`src/rtl/aes_pkg.sv`:
```
// Shared AES/Rijndael constants and byte-lane helpers for the round datapath.
// The state is column-major with byte 0 in the MSB lane (FIPS-197 ordering).
package aes_pkg;

  localparam int NB_128 = 4;
  localparam int NB_192 = 6;
  localparam int NB_256 = 8;

  typedef enum logic {
    MODE_FWD = 1'b0,
    MODE_INV = 1'b1
  } sr_mode_e;

  function automatic bit nb_is_legal(int nb);
    return (nb == NB_128) || (nb == NB_192) || (nb == NB_256);
  endfunction

  // Rijndael row offsets: 256-bit blocks use 1/3/4, the narrower blocks use 1/2/3.
  function automatic int row_shift(int nb, int r);
    if (r == 0) begin
      return 0;
    end
    if (nb == NB_256) begin
      return (r == 1) ? 1 : r + 1;
    end
    return r;
  endfunction

  // Lowest bit of state byte (r,c): byte k = 4c+r occupies [W-1-8k -: 8].
  function automatic int byte_lsb(int nb, int r, int c);
    return 32 * nb - 8 * (4 * c + r) - 8;
  endfunction

endpackage

```
`src/rtl/shift_rows_perm.sv`:
```
// Combinational ShiftRows / InvShiftRows byte permutation for NB = 4, 6 or 8.
// Pure wiring plus one 2:1 mux per byte; reused by the key-schedule/decrypt path.
module shift_rows_perm
  import aes_pkg::*;
#(
  parameter int NB = NB_128
) (
  input  logic              inverse,
  input  logic [32*NB-1:0]  din,
  output logic [32*NB-1:0]  dout
);

  if (!nb_is_legal(NB)) begin : g_bad_nb
    $error("shift_rows_perm: NB must be 4, 6 or 8");
  end

  for (genvar c = 0; c < NB; c++) begin : g_col
    for (genvar r = 0; r < 4; r++) begin : g_row
      localparam int SH      = row_shift(NB, r);
      localparam int FWD_SRC = (c + SH) % NB;
      // Adding NB before the modulo keeps the inverse source column non-negative.
      localparam int INV_SRC = (c + NB - SH) % NB;
      localparam int DST_LSB = byte_lsb(NB, r, c);
      localparam int FWD_LSB = byte_lsb(NB, r, FWD_SRC);
      localparam int INV_LSB = byte_lsb(NB, r, INV_SRC);

      assign dout[DST_LSB +: 8] = (inverse == MODE_INV) ? din[INV_LSB +: 8]
                                                        : din[FWD_LSB +: 8];
    end
  end

endmodule

```
`src/rtl/shift_rows_stream.sv`:
```
// Registered ShiftRows/InvShiftRows stage: permute on entry, then a 2-entry FIFO
// that gives full throughput with in_ready driven only from registered occupancy.
module shift_rows_stream
  import aes_pkg::*;
#(
  parameter  int NB = NB_128,
  localparam int W  = 32 * NB
) (
  input  logic          clk,
  input  logic          reset,
  input  logic          clear,
  input  logic          in_valid,
  output logic          in_ready,
  input  logic          in_inverse,
  input  logic [W-1:0]  in_data,
  output logic          out_valid,
  input  logic          out_ready,
  output logic [W-1:0]  out_data,
  output logic          out_inverse,
  output logic [1:0]    occupancy
);

  logic [W-1:0] w_perm;
  logic         w_push;
  logic         w_pop;

  logic [W-1:0] r_data [2];
  logic [1:0]   r_inv;
  logic         r_wr_ptr;
  logic         r_rd_ptr;
  logic [1:0]   r_occ;

  shift_rows_perm #(
    .NB (NB)
  ) u_perm (
    .inverse (in_inverse),
    .din     (in_data),
    .dout    (w_perm)
  );

  // NOTE: in_ready looks only at r_occ, so there is no combinational path from out_ready.
  assign in_ready    = (r_occ != 2'd2);
  assign out_valid   = (r_occ != 2'd0);
  assign occupancy   = r_occ;
  assign out_data    = r_data[r_rd_ptr];
  assign out_inverse = r_inv[r_rd_ptr];

  assign w_push = in_valid & in_ready;
  assign w_pop  = out_valid & out_ready;

  always_ff @(posedge clk or posedge reset) begin
    if (reset) begin
      // NOTE: storage is reset too, so out_data is 0 and never X before the first write.
      r_data[0] <= '0;
      r_data[1] <= '0;
      r_inv     <= '0;
      r_wr_ptr  <= 1'b0;
      r_rd_ptr  <= 1'b0;
      r_occ     <= 2'd0;
    end else if (clear) begin
      r_wr_ptr  <= 1'b0;
      r_rd_ptr  <= 1'b0;
      r_occ     <= 2'd0;
    end else begin
      if (w_push) begin
        r_data[r_wr_ptr] <= w_perm;
        r_inv[r_wr_ptr]  <= in_inverse;
        r_wr_ptr         <= ~r_wr_ptr;
      end
      if (w_pop) begin
        r_rd_ptr <= ~r_rd_ptr;
      end
      case ({w_push, w_pop})
        2'b10:   r_occ <= r_occ + 2'd1;
        2'b01:   r_occ <= r_occ - 2'd1;
        default: r_occ <= r_occ;
      endcase
    end
  end

endmodule
```
`config.mk`:
```
export PLATFORM = sky130hd
export DESIGN_NAME = shift_rows_stream
export DESIGN_NICKNAME = d
export VERILOG_FILES = /design/src/rtl/aes_pkg.sv /design/src/rtl/shift_rows_perm.sv /design/src/rtl/shift_rows_stream.sv
export SDC_FILE = /design/constraint.sdc
export NUM_CORES = 1
export LEC_CHECK = 0
export BUFFER_PORTS_ARGS = -buffer_cell sky130_fd_sc_hd__buf_2
export CAP_MARGIN = 20
export CORE_AREA = 2 2 211 213
export DETAILED_ROUTE_END_ITERATION = 8
export DIE_AREA = 0 0 213 215
export HOLD_SLACK_MARGIN = 0.05
export PLACE_DENSITY_LB_ADDON = 0.08
export SLEW_MARGIN = 20
export SYNTH_ARGS = -nofsm -noshare
export SYNTH_HDL_FRONTEND = slang
export SYNTH_HIERARCHICAL = 1
export SYNTH_SLANG_ARGS = --single-unit
export TNS_END_PERCENT = 50
```
`constraint.sdc`:
```
create_clock -name clk -period 8.6 [get_ports clk]
set_input_delay 1.72 -clock clk [delete_from_list [all_inputs] [get_ports clk]]
set_output_delay 1.72 -clock clk [all_outputs]
set_load 0.01 [all_outputs]
```
==> flow_metrics.env, run 1 <==
export IMPL_outcome="complete, no violations"
export IMPL_cp_startpoint="r_rd_ptr$_DFFE_PP0P_"
export IMPL_worstReg2RegStart="occupancy[1]$_DFFE_PP0P_"
export IMPL_worst_setup_path_type="reg -> out"
export IMPL_grt_pass1_wl_mm=48.3
export IMPL_drv_slew=0
export IMPL_cts_sinks=262
export IMPL_path_cells="buf_4, mux2_2, buf_2"
export IMPL_first_pass_iters=4
export IMPL_worstPathRequired_ps=6880
export IMPL_cts_repair_resized=0
export IMPL_hp_start="r_data[136]$_DFFE_PP0P_"
export IMPL_crit_fanout=48
export IMPL_power_density_nw_per_um2=261
export IMPL_syn_num_nets=982
export IMPL_ant_nets=0
export IMPL_fin_skew_ps=15.2
export IMPL_io_buffers=266
export IMPL_wl_per_cell_um=18.5
export IMPL_tightest_slew_ps=1040
export IMPL_rsz0062_at_grt="no"
export IMPL_path_delay_family="flip-flops"
export IMPL_clockBufferDepth=3
export IMPL_p_leak_nw=6.90
export IMPL_ctsHoldBuffers=0
export IMPL_crit_arrival_ps=2700
export IMPL_slew_limit_headroom=0.308
export IMPL_hold_viol=0
export IMPL_yosysWarnings=6
export IMPL_cp_num_buf_inv=2
export IMPL_synth_distinct_cells=26
export IMPL_finalCriticalPeriod_ps=4420
export IMPL_place_gp_congestion=0.727
export IMPL_finalSetupViolations=0
export IMPL_start_util=0.295
export IMPL_clock_root_buffer="clkbuf_16"
export IMPL_end_kind="primary output"
export IMPL_fin_crit_sh=0.514
export IMPL_dp_hpwl_mm=20.1
export IMPL_num_vias=7399
export IMPL_die_w_um=213
export IMPL_yosys_area_top_type="dfrtp_1"
export IMPL_synth_top_area_frac=0.510
export IMPL_synthCells=848
export IMPL_cts_clk_slew_worst_paths_ps=50
export IMPL_grt_pass1_vias=8045
export IMPL_setup_tns_ps=0
export IMPL_rows=77
export IMPL_die_height_um=215
export IMPL_ys_seq_elements=262
export IMPL_grt_util_all_layers=0.137
export IMPL_synth_area_leaders="dfrtp_1 (51%), mux2_2 (25%), mux2_1 (9.6%)"
export IMPL_drt_iter0_drc=234
export IMPL_post_cts_buffers=0
export IMPL_avgSynthCellArea_um2=15.2
export IMPL_area_delta_synth_final_pct=18.6
export IMPL_fin_util=0.349
export IMPL_vias_per_cell=4.45
export IMPL_grt_overflow_total=0
export IMPL_routed_wirelength_mm=30.8
export IMPL_synth_seq_area_share=0.510
export IMPL_syn_area_um2=12900
export IMPL_htree_levels=2
export IMPL_drive_above_1_share=0.629
export IMPL_max_freq_mhz=226
export IMPL_nFillCells=4318
export IMPL_coreArea_um2=43600
export IMPL_grt_max_degree=141
export IMPL_cp_start_kind="register"
export IMPL_max_cap_viol_count=0
export IMPL_route_detailed_drc=0
export IMPL_worst_hold_path_type="reg -> reg"
export IMPL_nets=1183
export IMPL_cts_tree="yes"
export IMPL_pin_count=267
export IMPL_clock_latency_ps=520
export IMPL_cpPeakStageDelay_ps=930
export IMPL_peakVddDrop_uv=109
export IMPL_crit_path_top_delay_cell="dfrtp_4"
export IMPL_cts_buffers=34
export IMPL_die_area_um2=45800
export IMPL_antenna_found_initial=4
-- placed cells by master, fill, tap and decap left out, types with 2 or more instances in the layout --
master     netlist  layout
dfrtp_1        262     261
diode_2          0       2
clkbuf_16        0      35
clkbuf_8         0       6
mux2_4          60      60
mux2_2         281     281
a21oi_1          4       4
mux2_1         110     110
buf_2            6     265
or2_2            2       2
buf_4           86      12
clkinv_2         0       3
clkbuf_1        11      10
o21ai_0          2       2
-- logic make-up after synthesis --
kind of cell           after synthesis  share of synthesized area
AO/OA/AOI/OAI                        8                    0.00350
XOR/XNOR                             1                   0.000681
AND/OR/NAND/NOR                      9                    0.00525
buffers and inverters              116                     0.0677
multiplexers                       452                      0.413
flip-flops                         262                      0.510
-- worst register-to-register path, cell delays in order (launching register included) --
cell,delay [ps]
dfrtp_1,450
nor2b_2,290
inv_1,110
nand4b_1,130
buf_4,630
buf_4,610
mux2_2,420
-- stage by stage --
| stage | setup slack [ps] | hold WS, ps | power (mW) | instances | instance area (um^2) |
|---|---|---|---|---|---|
| 2_1_floorplan | 3420 | 454 | 2.35 | 848 | 12900 |
| 3_3_place_gp | 4680 | 464 | 2.67 | 1605 | 14200 |
| 3_5_place_dp | 4650 | 471 | 2.67 | 1605 | 14200 |
| 4_1_cts | 4070 | 483 | 4.08 | 1661 | 15200 |
| 5_1_grt | 3980 | 498 | 4.24 | 1661 | 15200 |
| 6_report | 4180 | 476 | 3.98 | 1663 | 15300 |
-- cell usage after synthesis --
cell type	number
nor2_1	1
buf_2	6
buf_1	3
a21oi_1	4
a21o_1	1
nor4_2	1
clkbuf_1	11
xor2_1	1
nand3b_1	1
buf_12	6
inv_1	2
nor2b_2	1
or3_1	1
o21ai_0	2
mux2_1	110
inv_2	1
or2_2	2
nor3b_1	1
mux2i_1	1
buf_4	86
mux2_2	281
mux2_4	60
dfrtp_1	262
o211ai_1	1
buf_6	1
nand4b_1	1
-- sequential cells by signal, indices dropped and copies added, names as in the netlist --
| signal | count |
|---|---|
| r_data | 256 |
| occupancy | 2 |
| r_inv | 2 |
| r_rd_ptr | 1 |
| r_wr_ptr | 1 |
-- final timing paths --
path / endpoint / slack (ps) / cells past startpoint
min reg2reg: r_data[136]$_DFFE_PP0P_ / 480 / 1
max: out_data[25] / 4180 / 3
max in group asynchronous: r_rd_ptr$_DFFE_PP0P_ / 5740 / 4
max reg2reg: r_data[40]$_DFFE_PP0P_ / 5850 / 6
min: r_data[136]$_DFFE_PP0P_ / 480 / 1
min in group asynchronous: r_data[42]$_DFFE_PP0P_ / 1420 / 3
-- power breakdown --
| part | total (mW) | switching (mW) | internal (mW) |
|---|---|---|---|
| sequential | 1.72 | 0.168 | 1.55 |
| clock | 1.35 | 0.530 | 0.825 |
| combinational | 0.910 | 0.387 | 0.523 |
-- routing by layer --
| metal | wire [um] | part of all wire | up-vias | track usage |
|---|---|---|---|---|
| met2 | 13800 | 0.45 | 175 | 0.210 |
| li1 | - | - | 3378 | - |
| met1 | 14100 | 0.46 | 3790 | 0.181 |
| met4 | 660 | 0.021 | 6 | 0.0471 |
| met3 | 2220 | 0.072 | 50 | 0.0430 |
| met5 | 37 | 0.0012 | - | 0 |
-- layout make-up --
type                       count  area, um^2  area share
sequential                   262        6560       0.430
antenna                        2        5.00    0.000328
inverter                       3        15.0    0.000984
timing repair buffer         278        1440      0.0942
clock inverter                 5        53.8     0.00353
multi-input combinational    470        5440       0.357
tap                          592         741      0.0486
clock buffer                  51         996      0.0653
(Power assumes the default switching activity.)
==> inputs of run 2 (changes only) <==
==> constraint.sdc (replaced) <==
create_clock -name clk -period 3.5 [get_ports clk]
set_input_delay 0.7 -clock clk [delete_from_list [all_inputs] [get_ports clk]]
set_output_delay 0.7 -clock clk [all_outputs]
set_load 0.01 [all_outputs]
==> flow_metrics.env, run 2 (same netlist as run 1, synthesis figures left out) <==
export IMPL_cts_buffers=35
export IMPL_route_detailed_drc=0
export IMPL_antenna_found_initial=4
export IMPL_num_vias=7414
export IMPL_cp_start_kind="register"
export IMPL_hold_viol=0
export IMPL_worstPathRequired_ps=2800
export IMPL_area_delta_synth_final_pct=20.2
export IMPL_slew_limit_headroom=0.526
export IMPL_io_buffers=266
export IMPL_cts_tree="yes"
export IMPL_max_freq_mhz=337
export IMPL_largest_register_ffs=256
export IMPL_finalInstanceArea_um2=15500
export IMPL_pin_count=267
export IMPL_fin_skew_ps=10.1
export IMPL_layout_common_cells="mux2_2 (281), buf_2 (265), dfrtp_1 (261)"
export IMPL_peakVddDrop_uv=505
export IMPL_grt_max_degree=70
export IMPL_place_gp_congestion=0.711
export IMPL_htree_levels=2
export IMPL_drt_iter0_drc=231
export IMPL_first_pass_iters=3
export IMPL_grt_overflow_total=0
export IMPL_worst_hold_path_type="in -> async"
export IMPL_post_cts_buffers=0
export IMPL_nFillCells=4359
export IMPL_grt_pass1_vias=8098
export IMPL_drv_slew=0
export IMPL_cts_repair_resized=0
export IMPL_p_leak_nw=7.00
export IMPL_vias_per_cell=4.44
export IMPL_coreArea_um2=43600
export IMPL_fin_ws_ps=529
export IMPL_die_area_um2=45800
export IMPL_routed_wirelength_mm=30.4
export IMPL_nets=1191
export IMPL_cts_sinks=262
export IMPL_grt_pass1_wl_mm=47.6
export IMPL_path_cells="buf_12, mux2_2, buf_2"
export IMPL_wl_per_cell_um=18.2
export IMPL_grt_util_all_layers=0.135
export IMPL_placed_cell_area_um2=14400
export IMPL_drive_above_1_share=0.633
export IMPL_power_density_nw_per_um2=639
export IMPL_dp_hpwl_mm=19.7
export IMPL_worst_setup_path_type="reg -> out"
export IMPL_end_kind="primary output"
export IMPL_rsz0062_at_grt="no"
export IMPL_final_common_cell="mux2_2"
export IMPL_ant_nets=0
export IMPL_regMostFlops="r_data"
export IMPL_die_w_um=213
export IMPL_worstRegToRegCells=5
export IMPL_cpPeakStageDelay_ps=880
export IMPL_max_cap_viol_count=0
export IMPL_tightest_slew_ps=710
export IMPL_die_height_um=215
export IMPL_clockBufferDepth=3
export IMPL_start_util=0.295
export IMPL_cts_clk_slew_worst_paths_ps=50
export IMPL_outcome="complete, no violations"
export IMPL_clock_root_buffer="clkbuf_16"
export IMPL_crit_arrival_ps=2270
export IMPL_fin_crit_sh=0.849
export IMPL_ctsHoldBuffers=0
export IMPL_finalSetupViolations=0
export IMPL_finalCriticalPeriod_ps=2970
export IMPL_dp_slack_ps=1020
export IMPL_rows=77
export IMPL_crit_fanout=38
export IMPL_crit_path_top_delay_cell="dfrtp_4"
export IMPL_clock_latency_ps=520
## run 2: final timing paths
check | startpoint | endpoint | slack [ps]
setup / recovery | r_rd_ptr$_DFFE_PP0P_ | out_data[33] | 530
hold / removal | reset | r_data[42]$_DFFE_PP0P_ | 280
setup reg to reg | occupancy[1]$_DFFE_PP0P_ | r_data[110]$_DFFE_PP0P_ | 1340
hold reg to reg | r_data[209]$_DFFE_PP0P_ | r_data[209]$_DFFE_PP0P_ | 480
max in group asynchronous | reset | r_data[90]$_DFFE_PP0P_ | 2390
min in group clk | in_data[58] | r_data[186]$_DFFE_PP0P_ | 410
## run 2: metal layers
metal  part of all wire  vias to the layer above  track usage
li1                   -                     3391            -
met1               0.44                     3806        0.172
met2               0.46                      174        0.215
met3              0.073                       39       0.0449
met4              0.020                        4       0.0445
met5            0.00076                        -      0.00431
## run 2: cell type report
cell class / instances / area, um^2 / share of cell area
Clock inverter: 1 / 5.00 / 0.000324
Tap cell: 592 / 741 / 0.0479
Multi-Input combinational cell: 470 / 5440 / 0.352
Antenna cell: 1 / 2.50 / 0.000162
Clock buffer: 54 / 1090 / 0.0705
Timing Repair Buffer: 285 / 1600 / 0.104
Sequential cell: 262 / 6560 / 0.424
Inverter: 3 / 15.0 / 0.000971
## run 2: power breakdown
| group | internal (mW) | switching (mW) | total [mW] |
|---|---|---|---|
| sequential | 3.82 | 0.377 | 4.19 |
| combinational | 1.31 | 0.968 | 2.28 |
| clock | 2.11 | 1.29 | 3.40 |
| total | 7.24 | 2.63 | 9.87 |
## run 2: critical path, delay by kind of cell, from the launching register on
kind	cells	cell delay, ps
buffers and inverters	2	450
DFF	1	880
muxes	1	390
## run 2: stage by stage
| step | util | total power [mW] | hold WS, ps | cells | setup TNS [ps] |
|---|---|---|---|---|---|
| floorplan | - | 5.77 | 454 | 848 | -171750 |
| global placement | 0.329 | 6.56 | 463 | 1612 | 0 |
| detailed placement | 0.329 | 6.58 | 471 | 1612 | 0 |
| CTS | 0.354 | 10.1 | 270 | 1667 | 0 |
| global route | 0.354 | 10.5 | 295 | 1667 | 0 |
| finish | 0.354 | 9.87 | 279 | 1668 | 0 |
